**config.mk**
```make
export PLATFORM = sky130hd
export DESIGN_NAME = mult_seq_ctl_dp
export DESIGN_NICKNAME = d
export VERILOG_FILES = /design/src/rtl/mult_seq_ctl_dp.sv
export SDC_FILE = /design/constraint.sdc
export NUM_CORES = 1
export LEC_CHECK = 0
export ABC_CLOCK_PERIOD_IN_PS = 5200
export CORE_ASPECT_RATIO = 0.6
export CORE_MARGIN = 2
export CORE_UTILIZATION = 58
export DETAILED_ROUTE_END_ITERATION = 10
export GPL_TIMING_DRIVEN = 0
export PLACE_DENSITY = 0.83
export SKIP_CTS_REPAIR_TIMING = 1
export SYNTH_ARGS = -nofsm -noshare
export SYNTH_HDL_FRONTEND = slang
export SYNTH_SLANG_ARGS = --single-unit
```
**constraint.sdc**
```tcl
create_clock -name clk -period 5.2 [get_ports clk]
set_input_delay 0.78 -clock clk [delete_from_list [all_inputs] [get_ports clk]]
set_output_delay 0.78 -clock clk [all_outputs]
set_load 0.02 [all_outputs]
```
**src/rtl/mult_seq_ctl_dp.sv**
```systemverilog
// Sequential shift-add multiplier (unsigned / two's-complement) with a counter-driven control FSM.
// The product is left in {A,B}; X holds the sign extension (signed) or the add carry (unsigned).
module mult_seq_ctl_dp #(
    parameter int unsigned WIDTH = 8
) (
    input  logic             clk,
    input  logic             reset,
    input  logic             run,
    input  logic             clear_a_load_b,
    input  logic             signed_mode,
    input  logic [WIDTH-1:0] sw,
    output logic [WIDTH-1:0] a_out,
    output logic [WIDTH-1:0] b_out,
    output logic             x_out,
    output logic             busy,
    output logic             done
);

    localparam int unsigned CNT_W = $clog2(WIDTH + 1);
    localparam logic [CNT_W-1:0] LAST_CNT = CNT_W'(WIDTH - 1);

    typedef enum logic [2:0] {
        IDLE,
        START,
        ADD,
        SHIFT,
        HALT
    } state_t;

    state_t           state;
    logic [WIDTH-1:0] regA;
    logic [WIDTH-1:0] regB;
    logic [WIDTH-1:0] regS;
    logic             regX;
    logic             mode;
    logic [CNT_W-1:0] cnt;

    logic [WIDTH:0]   opA;
    logic [WIDTH:0]   opS;
    logic [WIDTH:0]   sum;
    logic             isLast;

    // Adder: sign-extended in signed mode; the final partial product of a signed multiplier is negative.
    always_comb begin
        isLast = (cnt == LAST_CNT);
        opA    = mode ? {regA[WIDTH-1], regA} : {1'b0, regA};
        opS    = mode ? {regS[WIDTH-1], regS} : {1'b0, regS};
        sum    = (mode && isLast) ? (opA - opS) : (opA + opS);
    end

    always_ff @(posedge clk) begin
        if (reset) begin
            state <= IDLE;
            regA  <= '0;
            regB  <= '0;
            regS  <= '0;
            regX  <= 1'b0;
            mode  <= 1'b0;
            cnt   <= '0;
            busy  <= 1'b0;
            done  <= 1'b0;
        end else begin
            case (state)
                IDLE: begin
                    busy <= 1'b0;
                    done <= 1'b0;
                    if (clear_a_load_b) begin
                        regA <= '0;
                        regX <= 1'b0;
                        regB <= sw;
                    end else if (run) begin
                        state <= START;
                        busy  <= 1'b1;
                    end
                end
                START: begin
                    regS  <= sw;
                    mode  <= signed_mode;
                    regA  <= '0;
                    regX  <= 1'b0;
                    cnt   <= '0;
                    state <= regB[0] ? ADD : SHIFT;
                end
                ADD: begin
                    {regX, regA} <= sum;
                    state        <= SHIFT;
                end
                SHIFT: begin
                    regA <= {regX, regA[WIDTH-1:1]};
                    regB <= {regA[0], regB[WIDTH-1:1]};
                    if (!mode) begin
                        regX <= 1'b0;
                    end
                    cnt <= cnt + CNT_W'(1);
                    if (isLast) begin
                        state <= HALT;
                        busy  <= 1'b0;
                        done  <= 1'b1;
                    end else begin
                        // regB[1] becomes the next multiplier bit after this shift
                        state <= regB[1] ? ADD : SHIFT;
                    end
                end
                HALT: begin
                    if (!run) begin
                        state <= IDLE;
                        done  <= 1'b0;
                    end
                end
                default: begin
                    state <= IDLE;
                    busy  <= 1'b0;
                    done  <= 1'b0;
                end
            endcase
        end
    end

    assign a_out = regA;
    assign b_out = regB;
    assign x_out = regX;

endmodule

```
==> flow_summary_export.csv, run 1 <==
group,metric,value,unit
clock_network,clock_sinks,35,
layout,antenna_cells,0,
yosys,synth_edf_count,0,
timing,tightestPinTransition,0.539,ns
drt,drtAntennaViolNets,0,
yosys,synth-seq-cells,35,
power_and_ir_drop,p_int,0.000553,W
layout,final_util,0.758,
timing,setup_viol,0,
timing,finalHoldViolCount,0,
placed_design,place_hpwl,4160,um
status,run_status,"completed",
setup_path,r2r_slack,1.97,ns
floorplanning,ios,32,
yosys,yosysTopAreaCellShare,0.335,
setup_path,worstPathArrival,3.41,ns
setup_path,cp-start-kind,"flip-flop",
floorplanning,dieArea,4110,um^2
power_and_ir_drop,p_leak,0.951,nW
power_and_ir_drop,switching_power,0.000324,W
drt,wl_met2,2200,um
power_and_ir_drop,swShare,0.369,
global_route,grt_max_degree,11,
floorplanning,initial_core_util,0.625,
hold_path,hold_path_class,"reg2reg",
setup_path,path_max_fanout,7,
yosys,synth_ff_type,"dfxtp_1",
clock_network,cts.clk_slew.worst_paths,0.07,ns
clock_network,cts_made_buffers,5,
clock_network,cts_tree,"done",
hold_path,hold_depth,2,
power_and_ir_drop,p_per_area,346,nW/um^2
drt,drc_errors,0,
drt,vias,2141,
yosys,synth_commonest_cells,"dfxtp_1 (35), nand2_1 (35), nor2_1 (27)",
placed_design,numPortBuffers,30,
power_and_ir_drop,comb_power_share,0.404,
drt,vias_per_cell,6.21,
drt,dr.pass1.iters,5,
yosys,synth_cell_type_count,49,
yosys,syn-num-nets,287,
timing,min_period,3.23,ns
power_and_ir_drop,power.share.clock,0.229,
layout,layout.nets,324,
setup_path,r2r.worst_path.cells,12,
setup_path,cp-end-kind,"flip-flop",
timing,slew-limit-headroom,0.640,
yosys,yosys_warnings,0,
clock_network,clockRootBuffer,"clkbuf_8",
clock_network,clockBufferDepth,2,
placed_design,gp_congestion,0.873,
global_route,antenna_found_initial,0,
timing,rsz0062_at_grt,"no",
layout,final_layout_size_suffix_gt1_frac,0.0600,
run,maxCapViolations,0,
power_and_ir_drop,ir_worst_vdd,0.234,mV
yosys,yosys-top-cells-area,"dfxtp_1 (34%), nand2_1 (6.3%), ha_1 (6.0%), a21oi_1 (5.7%), nor2_1 (4.9%)",
floorplanning,die_x,81.5,um
yosys,avgSynthCellArea,7.94,um^2
drt,routed_wl,5670,um
floorplanning,die_h,50.5,um
yosys,syn_area,2090,um^2
yosys,ys_async_sr_fraction,0,
timing,max_freq,309,MHz
timing,slew_viol_final,0,
yosys,synth_largest_area_cell,"dfxtp_1",
yosys,ys_seq_area_frac,0.335,
floorplanning,rows,16,
timing,setup_tns,0,ns
yosys,synthCells,263,
timing,timing.final.ws_setup,1.97,ns
drt,maxUsedRoutingLayer,"met4",
global_route,track_usage,0.307,
drt,drt_iter0_markers,207,
timing,finalClockSkew,0.00561,ns
global_route,grt-ovfl-total,0,
placed_design,pre_cts_ws,2.14,ns
drt,wl_met3,633,um
global_route,grt_pass1_wl,9520,um
drt,m1WireLength,2780,um
clock_network,htreeDepth,2,
floorplanning,fp.coreArea,3340,um^2
global_route,grt_pass1_vias,1994,
drt,wl_per_cell,16.4,um
clock_network,insertion_delay,0.29,ns
layout,syn2layout_area_growth,21.3,%
setup_path,crit_type,"reg2reg",
timing,min_period_over_period,0.622,
power_and_ir_drop,pwr-share-seq,0.367,
setup_path,cp.required,5.37,ns
placed cells by master, fill, tap and decap left out, drive strengths merged, types with 5 or more instances in the layout:
master / synthesis / final
a311oi: 8 / 8
nor3: 7 / 7
buf: 6 / 6
clkbuf: 8 / 14
clkdlybuf4s50: 0 / 30
nor2b: 5 / 5
dfxtp: 35 / 35
inv: 8 / 8
a21oi: 25 / 25
xnor2: 6 / 6
o21ai: 16 / 16
nand2: 36 / 36
nor2: 28 / 28
ha: 10 / 10
nand3: 7 / 7
metal layers:
layer,vias to the layer above,global-route usage
met5,-,0
met4,0,0.0791
met3,6,0.0899
met2,115,0.433
met1,995,0.453
li1,1025,-
worst max-delay path, cell delays in order, from the launching register on:
cell and delay [ns]:
dfxtp_1 0.38, ha_1 0.24, and3b_1 0.19, buf_2 0.20
and2_1 0.15, clkbuf_1 0.28, mux2i_1 0.36, ha_1 0.29
nor2b_1 0.13, o21a_1 0.18, o21ai_0 0.43, a2111o_1 0.23
nand3_1 0.06
through the flow:
| step | power (W) | hold WS, ns | area [um^2] | std cells |
|---|---|---|---|---|
| final | 0.000877 | 0.483 | 2530 | 345 |
| after floorplan | 0.000570 | 0.449 | 2090 | 263 |
| after CTS | 0.000869 | 0.486 | 2530 | 345 |
| after global placement | 0.000664 | 0.461 | 2450 | 338 |
| after detailed placement | 0.000670 | 0.472 | 2450 | 338 |
| after global routing | 0.000928 | 0.514 | 2530 | 345 |
logic make-up after synthesis:
family          share of synthesized area
mux                               0.00479
flops                               0.335
fa+ha+maj                          0.0695
simple gates                        0.249
buf+inv                            0.0473
compound gates                      0.261
xor+xnor                           0.0335
layout make-up:
| cell class | instances | area (um^2) |
|---|---|---|
| multi-input combinational | 206 | 1290 |
| timing repair buffer | 30 | 300 |
| clock inverter | 1 | 5.00 |
| buffer | 14 | 68.8 |
| inverter | 8 | 30.0 |
| sequential | 35 | 701 |
| tap | 45 | 56.3 |
| clock buffer | 6 | 82.6 |
| fill | 247 | 810 |
sequential cells by signal (all words and copies together) (netlist names):
| name | count |
|---|---|
| mode | 1 |
| busy | 1 |
| state | 3 |
| x_out | 1 |
| a_out | 8 |
| b_out | 8 |
| cnt | 4 |
| done | 1 |
| regS | 8 |
power groups by stage:
stage | Combinational (W) | Sequential, W | Clock (W)
global placement | 0.000338 | 0.000326 | 0
CTS | 0.000346 | 0.000321 | 0.000202
finish | 0.000354 | 0.000322 | 0.000200
detailed placement | 0.000343 | 0.000327 | 0
floorplan | 0.000228 | 0.000341 | 0
global route | 0.000391 | 0.000325 | 0.000211
final timing paths:
kind | start | endpoint
worst max register to register | cnt[0] | a_out[7]
worst min-delay path | busy | busy
worst max-delay path | cnt[0] | a_out[7]
worst min register to register | busy | busy
Power figures use the tool's default switching activity.
==> run 2: changes to the inputs <==
--- a/config.mk
+++ b/config.mk
@@ -5,13 +5,13 @@
 export SDC_FILE = /design/constraint.sdc
 export NUM_CORES = 1
 export LEC_CHECK = 0
-export ABC_CLOCK_PERIOD_IN_PS = 5200
+export ABC_CLOCK_PERIOD_IN_PS = 2750
 export CORE_ASPECT_RATIO = 0.6
 export CORE_MARGIN = 2
-export CORE_UTILIZATION = 58
+export CORE_UTILIZATION = 48
 export DETAILED_ROUTE_END_ITERATION = 10
 export GPL_TIMING_DRIVEN = 0
-export PLACE_DENSITY = 0.83
+export PLACE_DENSITY = 0.73
 export SKIP_CTS_REPAIR_TIMING = 1
 export SYNTH_ARGS = -nofsm -noshare
 export SYNTH_HDL_FRONTEND = slang
==> constraint.sdc (replaced) <==
create_clock -name clk -period 2.75 [get_ports clk]
set_input_delay 0.4125 -clock clk [delete_from_list [all_inputs] [get_ports clk]]
set_output_delay 0.4125 -clock clk [all_outputs]
set_load 0.02 [all_outputs]
==> run 2 against run 1 <==
Against the previous run:
- final cell count up 4.6%
- clock-buffer cell count stayed put
- combinational power up 96%
- critical path depth is 1 lower
- non-clock buffer count unchanged
- via count fell by 3.3%
- sequential share of layout area decreased by 0.94 points
- hold slack got worse by 0.0079 ns
==> flow_summary_export.csv, run 2 (synthesized netlist as in run 1, its figures left out) <==
group,metric,value,unit
floorplanning,ios,32,
hold_path,hold_path_class,"in2reg",
clock_network,clockBufferDepth,2,
drt,vias_per_cell,5.74,
power_and_ir_drop,p_per_area,682,nW/um^2
clock_network,htreeDepth,2,
floorplanning,dieArea,4910,um^2
timing,finalHoldViolCount,0,
placed_design,place_hpwl,4100,um
layout,final_cell_count_no_fill,361,
global_route,grt-ovfl-total,0,
timing,min_period_over_period,0.973,
power_and_ir_drop,swShare,0.357,
layout,final_cell_mix,"nand2_1 (35), dfxtp_1 (33), clkdlybuf4s50_1 (30)",
placed_design,gp_congestion,0.829,
placed_design,numPortBuffers,30,
run,maxCapViolations,0,
layout,antenna_cells,0,
global_route,grt_pass1_vias,1772,
power_and_ir_drop,power.share.clock,0.277,
layout,final_util,0.637,
clock_network,cts_made_buffers,5,
placed_design,post_dp_cell_area,2460,um^2
global_route,track_usage,0.249,
global_route,antenna_found_initial,0,
clock_network,insertion_delay,0.30,ns
timing,tightestPinTransition,0.571,ns
clock_network,cts.clk_slew.worst_paths,0.08,ns
layout,final_layout_size_suffix_gt1_frac,0.0963,
drt,drtAntennaViolNets,0,
floorplanning,rows,18,
global_route,grt_max_degree,12,
timing,slew_viol_final,0,
layout,final_common_cell,"nand2_1",
timing,finalClockSkew,0.00964,ns
drt,drc_errors,0,
power_and_ir_drop,switching_power,0.000643,W
power_and_ir_drop,p_leak,0.975,nW
drt,drt_iter0_markers,196,
layout,fillCellCount,388,
layout,layout.nets,324,
drt,dr.pass1.iters,4,
drt,vias,2071,
power_and_ir_drop,ir_worst_vdd,0.504,mV
setup_path,cp-end-kind,"flip-flop",
setup_path,worstPathArrival,2.92,ns
timing,slew-limit-headroom,0.619,
layout,syn2layout_area_growth,26.4,%
power_and_ir_drop,p_int,0.00116,W
setup_path,cp-start-kind,"flip-flop",
setup_path,r2r.worst_path.cells,11,
timing,max_freq,374,MHz
power_and_ir_drop,pwr-share-seq,0.338,
setup_path,crit_type,"reg2reg",
setup_path,critPathLaunch,"cnt[0]",
timing,setup_viol,0,
floorplanning,die_x,89.2,um
timing,fin_hold_ws,0.475,ns
setup_path,worstReg2RegStart,"cnt[0]",
setup_path,path_max_fanout,7,
setup_path,r2r-end,"a_out[5]",
global_route,grt_pass1_wl,8910,um
setup_path,cp.required,3.00,ns
setup_path,crit_path_end,"a_out[5]",
power_and_ir_drop,comb_power_share,0.385,
floorplanning,die_h,55.1,um
drt,routed_wl,5750,um
clock_network,clock_sinks,35,
floorplanning,initial_core_util,0.504,
layout,postLayoutCellArea,2640,um^2
clock_network,cts_tree,"done",
setup_path,r2r_slack,0.07,ns
clock_network,clockRootBuffer,"clkbuf_8",
power_and_ir_drop,total_power,0.00180,W
drt,wl_per_cell,15.9,um
timing,min_period,2.68,ns
floorplanning,fp.coreArea,4140,um^2
timing,rsz0062_at_grt,"yes",
placed_design,dpl.cell_count,353,
status,run_status,"completed",
## run 2: power by group through the flow
stage / combinational, W / clock, W / sequential, W
6_report: 0.000693 / 0.000500 / 0.000609
5_1_grt: 0.000761 / 0.000533 / 0.000616
4_1_cts: 0.000655 / 0.000505 / 0.000607
3_5_place_dp: 0.000648 / 0 / 0.000618
3_3_place_gp: 0.000644 / 0 / 0.000618
2_1_floorplan: 0.000432 / 0 / 0.000646
## run 2: per-layer routing
| metal | track usage | wire length [um] |
|---|---|---|
| met5 | 0 | 0 |
| met4 | 0.0746 | 55 |
| met3 | 0.0534 | 431 |
| met2 | 0.330 | 2250 |
| met1 | 0.392 | 3020 |
## run 2: how the worst min path moves through the flow
stage | cells past startpoint | startpoint | to | slack, ns
floorplan | 2 | cnt[2] | cnt[2] | 0.45
finish | 2 | reset | state[1] | 0.48
global placement | 2 | busy | busy | 0.47
global route | 2 | reset | state[1] | 0.52
CTS | 2 | reset | state[1] | 0.47
detailed placement | 2 | busy | busy | 0.47
## run 2: area by class of cell
type                            count  area, um^2  share of cell area
Buffer                             13        71.3              0.0270
Tap cell                           60        75.1              0.0284
Multi-Input combinational cell    206        1330               0.505
Clock buffer                        6        82.6              0.0313
Sequential cell                    35         706               0.267
Inverter                            8        30.0              0.0114
Timing Repair Buffer               31         308               0.117
Clock inverter                      2        35.0              0.0133
## run 2: critical path, stage by stage (launching register included)
cell and delay, ns:
dfxtp_4 0.38, ha_4 0.13, and3b_1 0.18, buf_6 0.13, and2_4 0.20, mux2i_4 0.26
ha_1 0.25, nor2b_1 0.14, o21a_1 0.19, o21a_1 0.19, or4_1 0.48, nand3_1 0.09
## run 2: per-stage QoR
| stage | TNS (ns) | worst slack (ns) |
|---|---|---|
| CTS | -1.65 | -0.329 |
| detailed placement | -1.42 | -0.281 |
| global placement | -1.24 | -0.259 |
| finish | 0 | 0.0731 |
| global route | -0.0450 | -0.0161 |
| floorplan | 0 | 0.00386 |
